==> config.mk <==
export PLATFORM = sky130hd
export DESIGN_NAME = sarlock_adder_seq
export DESIGN_NICKNAME = d
export VERILOG_FILES = /design/src/rtl/sarlock_adder_seq.sv
export SDC_FILE = /design/constraint.sdc
export NUM_CORES = 1
export LEC_CHECK = 0
export BUFFER_PORTS_ARGS = -buffer_cell sky130_fd_sc_hd__buf_2
export CORE_UTILIZATION = 52
export DETAILED_ROUTE_END_ITERATION = 6
export GPL_TIMING_DRIVEN = 0
export PLACE_DENSITY = 0.76
export SLEW_MARGIN = 20
export SYNTH_ARGS = -nofsm -noshare
export SYNTH_HDL_FRONTEND = slang
export SYNTH_SLANG_ARGS = --single-unit
==> constraint.sdc <==
create_clock -name clk -period 1.5 [get_ports clk]
set_input_delay 0.15 -clock clk [delete_from_list [all_inputs] [get_ports clk]]
set_output_delay 0.15 -clock clk [all_outputs]
set_load 0.05 [all_outputs]
==> src/rtl/sarlock_adder_seq.sv <==
// sarlock_adder_seq: W-bit valid/ready adder protected by SARLock point-function locking.
// A 2W-bit key is shifted in MSB first. While it differs from CORRECT_KEY, the single
// operand pair with {b,a} == key returns its sum XORed with FLIP_MASK.
// Optional feature macro: SARLOCK_PIPE_EN selects a two-stage datapath (latency 2);
// when undefined the datapath is a single output register (latency 1).
module sarlock_adder_seq #(
    parameter int             W           = 4,
    parameter logic [2*W-1:0] CORRECT_KEY = 'h5A,
    parameter logic [W:0]     FLIP_MASK   = 'b1
) (
    input  logic         clk,
    input  logic         rst,
    input  logic         key_bit,
    input  logic         key_valid,
    output logic         key_ready,
    input  logic         key_clear,
    output logic         key_loaded,
    input  logic         in_valid,
    output logic         in_ready,
    input  logic [W-1:0] a,
    input  logic [W-1:0] b,
    output logic         out_valid,
    input  logic         out_ready,
    output logic [W:0]   sum
);

    localparam int KW = 2 * W;
    localparam int CW = $clog2(KW + 1);

    typedef enum logic [1:0] {
        EMPTY,
        SHIFT,
        ARMED
    } key_state_t;

    key_state_t    state;
    key_state_t    state_next;
    logic [KW-1:0] key_sr;
    logic [KW-1:0] key_sr_next;
    logic [CW-1:0] bit_cnt;
    logic [CW-1:0] bit_cnt_next;
    logic          key_accept;

    logic          advance;
    logic          accept;
    logic          fire;
    logic [W:0]    raw;

    // Key state, shift register and bit counter; reset drops any partial key.
    always_ff @(posedge clk or posedge rst) begin
        if (rst) begin
            state   <= EMPTY;
            key_sr  <= '0;
            bit_cnt <= '0;
        end else begin
            state   <= state_next;
            key_sr  <= key_sr_next;
            bit_cnt <= bit_cnt_next;
        end
    end

    // Key loader: clear beats a simultaneous key bit, the 2W-th accepted bit arms the lock.
    always_comb begin
        state_next   = state;
        key_sr_next  = key_sr;
        bit_cnt_next = bit_cnt;
        key_ready    = (state != ARMED);
        key_loaded   = (state == ARMED);
        key_accept   = key_valid && key_ready;
        if (key_clear) begin
            state_next   = EMPTY;
            key_sr_next  = '0;
            bit_cnt_next = '0;
        end else if (key_accept) begin
            key_sr_next = {key_sr[KW-2:0], key_bit};
            if (state == EMPTY) begin
                bit_cnt_next = CW'(1);
                state_next   = SHIFT;
            end else begin
                bit_cnt_next = bit_cnt + CW'(1);
                if (bit_cnt == CW'(KW - 1)) begin
                    state_next = ARMED;
                end
            end
        end
    end

    // The whole datapath moves only when the output register is free or being drained.
    assign advance  = !out_valid || out_ready;
    assign in_ready = (state == ARMED) && advance;
    assign accept   = in_valid && in_ready;
    assign raw      = {1'b0, a} + {1'b0, b};
    assign fire     = ({b, a} == key_sr) && ({b, a} != CORRECT_KEY);

`ifdef SARLOCK_PIPE_EN
    logic       s1_valid;
    logic       s1_fire;
    logic [W:0] s1_raw;

    // Stage 1 captures raw sum and lock decision with the key seen at acceptance;
    // stage 2 applies the flip. Both stall together so stage 1 never overruns stage 2.
    always_ff @(posedge clk or posedge rst) begin
        if (rst) begin
            s1_valid  <= 1'b0;
            s1_fire   <= 1'b0;
            s1_raw    <= '0;
            out_valid <= 1'b0;
            sum       <= '0;
        end else if (advance) begin
            s1_valid <= accept;
            if (accept) begin
                s1_raw  <= raw;
                s1_fire <= fire;
            end
            out_valid <= s1_valid;
            if (s1_valid) begin
                sum <= s1_raw ^ (s1_fire ? FLIP_MASK : '0);
            end
        end
    end
`else
    // Single output register: load on acceptance, hold under backpressure, clear once drained.
    always_ff @(posedge clk or posedge rst) begin
        if (rst) begin
            out_valid <= 1'b0;
            sum       <= '0;
        end else if (accept) begin
            out_valid <= 1'b1;
            sum       <= raw ^ (fire ? FLIP_MASK : '0);
        end else if (out_ready) begin
            out_valid <= 1'b0;
        end
    end
`endif

endmodule

==> results of run 1 <==
-- cell families after synthesis --
kind of cell             after synthesis  synth area share [%]
AO/OA/AOI/OAI                         26                  15.1
XOR/XNOR                              11                  8.19
adder cells (fa/ha/maj)                6                  7.02
buffers and inverters                 15                  7.13
flip-flops                            20                  42.6
multiplexers                           1                 0.851
AND/OR/NAND/NOR                       43                  19.1
-- final cells by class --
type / count / area, sq um
tap: 27 / 33.8
sequential: 20 / 503
clock buffer: 4 / 36.3
inverter: 9 / 33.8
multi-input combinational: 87 / 592
buffer: 6 / 50.0
timing repair buffer: 25 / 149
fill: 178 / 644
-- synthesized netlist by cell type --
library cell  count
ha_1              5
nand3_1           9
buf_2             1
nor3_1            2
xnor2_1           9
a21oi_1          12
o21ai_1           1
xor2_1            2
buf_4             1
o21ai_0           1
nand4_1           3
a21o_1            2
nand2b_4          1
inv_1             9
nor4b_2           1
nand2_2           1
o21ai_2           5
nand2_1          17
nand2_4           1
buf_6             3
a22oi_1           2
fa_1              1
clkbuf_1          1
dfrtp_1          20
nor2_1            6
mux2i_1           1
nor3_2            1
a32oi_1           1
a21oi_4           1
nand4b_1          1
a311oi_1          1
-- worst max-delay path: stages, from the launching register on --
cell and delay (ns):
dfrtp_2 0.42, nand2b_4 0.18, buf_6 0.15, inv_1 0.07, buf_6 0.15
-- per-layer routing --
metal	vias to the layer above	wire, um
met5	-	0
met4	0	14
met3	2	83
met2	23	1110
met1	448	960
li1	478	-
-- per-stage QoR --
stage                     instances  hold WS, ns  total power, uW  setup slack, ns
after detailed placement        171        0.319              806            0.166
after CTS                       176      0.00880             1120           0.0144
after floorplan                 122        0.114              742           0.0486
final                           178       0.0542             1110           0.0945
after global placement          171        0.312              799            0.187
after global routing            178       0.0381             1180           0.0336
-- repair_timing --
item                       4_1_cts  5_1_grt
buffers inserted                 0        1
setup endpoints to repair        3        2
gates resized for setup          5        0
hold buffers                     1        1
hold endpoints to repair        20        1
-- power by group --
part,switching (uW),internal (uW)
registers,13.2,560
clock network,162,148
logic,143,82.8
total,319,790
-- final timing paths --
check,end,cells past startpoint,start,slack (ns)
hold reg to reg,sum[2],2,sum[2],0.49
min in group asynchronous,sum[4],3,rst,0.51
setup reg to reg,sum[0],5,key_sr[0],0.27
max in group asynchronous,state[0],3,rst,0.47
setup / recovery,key_loaded,4,state[0],0.09
hold / removal,key_sr[5],2,key_clear,0.05
-- flip-flops by register name (all words and copies together) (netlist names) --
name,count
state,2
out_valid,1
sum,5
bit_cnt,4
key_sr,8
==> metrics.md, run 1 <==
| Metric | Value |
|---|---|
| Status | completed |
| Worst Skew | 0.00460 ns |
| Synthesized area | 1180 sq um |
| Placer Congestion | 0.831 |
| Final Instance Area | 1400 sq um |
| Die ar. | 2460 sq um |
| Avg Vias per Cell | 5.34 |
| Netlist cell types | 31 |
| Avg Inst Size Synth | 9.64 sq um |
| Fmax achieved | 711 MHz |
| Clk buf depth | 2 |
| Port bufs | 22 |
| Final core utilization | 68.4% |
| LEAKAGE | 0.000648 uW |
| Worst slew pin tran | 0.747 ns |
| M2 GR Usage | 35.6% |
| Placed Area | 1320 sq um |
| Rel. slew slack | 50.2% |
| Final Cycle Share | 93.7% |
| Critical Path AT | 1.26 ns |
| Clock slew at reported path FFs | 0.11 ns |
| Final Hold Fails | 0 |
| TritonCTS clock tree | done |
| I/O pin total | 24 |
| CTS root buf | clkbuf_4 |
| Final net count | 173 |
| Commonest non-fill, non-tap cell in the layout | buf_2 |
| First-pass GRT wire length | 3860 um |
| Core ar. | 2040 sq um |
| GRT Total Usage | 20.4% |
| Synth area leader | dfrtp_1 |
| Seq/Total Area, Yosys | 42.6% |
| Unrepaired setup endpoints after global routing | false |
| Layout cells sized above 1 | 29.8% |
| CTS Sinks | 20 |
| Setup TNS | 0 ns |
| CTS H-Tree Depth | 1 |
| Met1 usage | 25.5% |
| Initial antenna violation count | 0 |
| Drt total wl | 2170 um |
| Remaining DRCs | 0 |
| Post-DR wirelength/cell | 12.2 um |
| Share of the synthesized area in the top cell type | 42.6% |
| Dpl hpwl | 1700 um |
| Antenna cells | 0 |
| Flops & latches, synth | 20 |
| Synthesized net count | 143 |
| Total of warnings raised by yosys | 0 |
| Area contributors post-synth | dfrtp_1 (43%), xnor2_1 (6.7%), nand2_1 (5.4%), ha_1 (5.3%), a21oi_1 (5.1%) |
| Starting Density | 57.6% |
| Critical-path maximum fanout | 10 |
| Crit start category | flop |
| Largest net degree at the start of global routing | 21 |
| Setup-failing EPs final | 0 |
| Area Growth Syn to Fin | 18.8% |
| Max-slew violation count | 0 |
| Synth Instances | 122 |
| Pwr Density | 794 nW/um^2 |
| Vias in the first global route | 905 |
| Worst hold path class | input port to flop |
| Die extent in x | 49.6 um |
| Row count | 16 |
| VDD IR max | 601 uV |
| Most frequent cells in the layout | buf_2 (20), dfrtp_1 (18), nand2_1 (17), a21oi_1 (12) |
| Crit end category | output pin |
| Pre-Repair DR Iteration Count | 4 |
| Max cap viols | 0 |
| Chip Height | 49.6 um |
| Total number of vias | 951 |
| Inserted Clock Buffers | 3 |
| Final worst path period need | 1.41 ns |
| Critical path type | flop to output pin |
| Worst-Skew Late Latency | 0.30 ns |
| Global route overflow | 0 |
| GR peak layer | met2 |
| Detail Route Antenna Nets | 0 |
| Met3 track utilization from global routing | 2.78% |
| CP required | 1.35 ns |
| Detailed Route Iter0 Violations | 13 |
(Power assumes the default switching activity.)
==> run 2: changes to the inputs <==
REMOVE_ABC_BUFFERS = 1   (was default)
==> run 2 against run 1 <==
  * First-iteration DRC count is 7.7% lower
  * Cell area shrank 3.8%
  * Critical path depth down 1
  * Largest cell class unchanged
==> metrics.md, run 2 (synthesis results as in run 1) <==
| Metric | Value |
|---|---|
| Status | completed |
| CTS root buf | clkbuf_4 |
| Die extent in x | 49.6 um |
| First-pass GRT wire length | 3690 um |
| Avg Vias per Cell | 5.39 |
| Antenna cells | 0 |
| Post-DR wirelength/cell | 13.0 um |
| Post-route setup slack | 0.0710 ns |
| Chip Height | 49.6 um |
| Largest regs | key_sr (8), sum (5), bit_cnt (4) |
| CP required | 1.35 ns |
| Critical Path AT | 1.28 ns |
| Layout cells sized above 1 | 28.6% |
| Detailed Route Iter0 Violations | 12 |
| Pre-CTS setup slack | 0.116 ns |
| Placed Area | 1270 sq um |
| Register bank with the most flops | key_sr |
| Rel. slew slack | 49.0% |
| Die ar. | 2460 sq um |
| Most frequent cells in the layout | buf_2 (22), dfrtp_1 (19), nand2_1 (17), a21oi_1 (12) |
| Total number of vias | 938 |
| Unrepaired setup endpoints after global routing | false |
| Total power | 1050 uW |
| Crit end category | output pin |
| CP Cell Sequence | nand2b_4 -> a21oi_4 -> buf_6 |
| Starting Density | 57.6% |
| Largest net degree at the start of global routing | 21 |
| Pwr Density | 781 nW/um^2 |
| Worst slew pin tran | 0.764 ns |
| Core ar. | 2040 sq um |
| Max cap viols | 0 |
| Port bufs | 23 |
| Critical path type | flop to output pin |
| Worst Skew | 0.00817 ns |
| CTS Sinks | 20 |
| Final Hold Fails | 0 |
| Inserted Clock Buffers | 3 |
| Row count | 16 |
| Fmax achieved | 700 MHz |
| Drt total wl | 2250 um |
| Setup TNS | 0 ns |
| Final net count | 170 |
| Max FFs per register | 8 |
| Setup-failing EPs final | 0 |
| Detail Route Antenna Nets | 0 |
| TritonCTS clock tree | done |
| VDD IR max | 616 uV |
| Placer Congestion | 0.781 |
| Worst hold path class | input port to flop |
| Worst Hold Slack | 0.0170 ns |
| Initial antenna violation count | 0 |
| Final Cycle Share | 95.3% |
| Final worst path period need | 1.43 ns |
| Critical-path maximum fanout | 11 |
| Clk buf depth | 2 |
| Vias in the first global route | 876 |
| CTS H-Tree Depth | 1 |
| Worst-Skew Late Latency | 0.30 ns |
| Area Growth Syn to Fin | 14.4% |
| Global route overflow | 0 |
| Pre-Repair DR Iteration Count | 4 |
| I/O pin total | 24 |
| Dpl hpwl | 1630 um |
| LEAKAGE | 0.000625 uW |
| GRT Total Usage | 20.0% |
| Commonest non-fill, non-tap cell in the layout | buf_2 |
| Clock slew at reported path FFs | 0.11 ns |
| Crit start category | flop |
| Worst path slowest cell | dfrtp_2 |
| Remaining DRCs | 0 |
| Final Instance Area | 1350 sq um |
| Max-slew violation count | 0 |
| Worst stage delay on the critical path | 0.43 ns |
==> run 2: worst max-delay path, delay by kind of cell (launching register included) <==
kind	cells	cell delay (ns)
buffers and inverters	1	0.18
and+or+nand+nor	1	0.21
DFF	1	0.43
AOI/OAI and AO/OA	1	0.16
==> run 2: worst paths after layout <==
check / startpoint / endpoint / slack [ns] / depth (start not counted)
max: state[0] / in_ready / 0.07 / 3
min reg2reg: sum[1] / sum[1] / 0.48 / 2
max in group asynchronous: rst / state[0] / 0.46 / 3
min: out_ready / out_valid / 0.02 / 2
min in group asynchronous: rst / sum[4] / 0.50 / 3
max reg2reg: state[0] / sum[0] / 0.21 / 5
==> run 2: layer usage <==
metal	vias to the layer above	wire [um]	global-route usage, %
li1	465	-	-
met1	444	1010	23.6
met2	25	1120	35.8
met3	4	92	2.78
met4	0	29	8.57
met5	-	0	0
==> run 2: timing repair <==
item                       CTS  global route
gates resized for setup      3             0
setup endpoints to repair    1             2
hold endpoints to repair    20             0
buffers inserted             0             4
hold buffers                 1             0
==> run 2: power breakdown <==
part	internal [uW]	total (uW)	switching (uW)	leakage, uW
registers	560	574	14.3	0.000269
clock network	93.8	258	164	0.0000138
logic	75.9	218	142	0.000342
total	730	1050	321	0.000625
==> run 2: layout make-up <==
class                           count  area (sq um)
Clock buffer                        3          22.5
Fill cell                         190           697
Inverter                            9          33.8
Multi-Input combinational cell     87           592
Sequential cell                    20           502
Tap cell                           27          33.8
Timing Repair Buffer               28           161
==> run 2: through the flow <==
| stage | utilization [%] | instances |
|---|---|---|
| after floorplan | - | 116 |
| after global routing | 65.9 | 174 |
| final | 65.9 | 174 |
| after detailed placement | 62.4 | 166 |
| after global placement | 62.4 | 166 |
| after CTS | 64.4 | 170 |
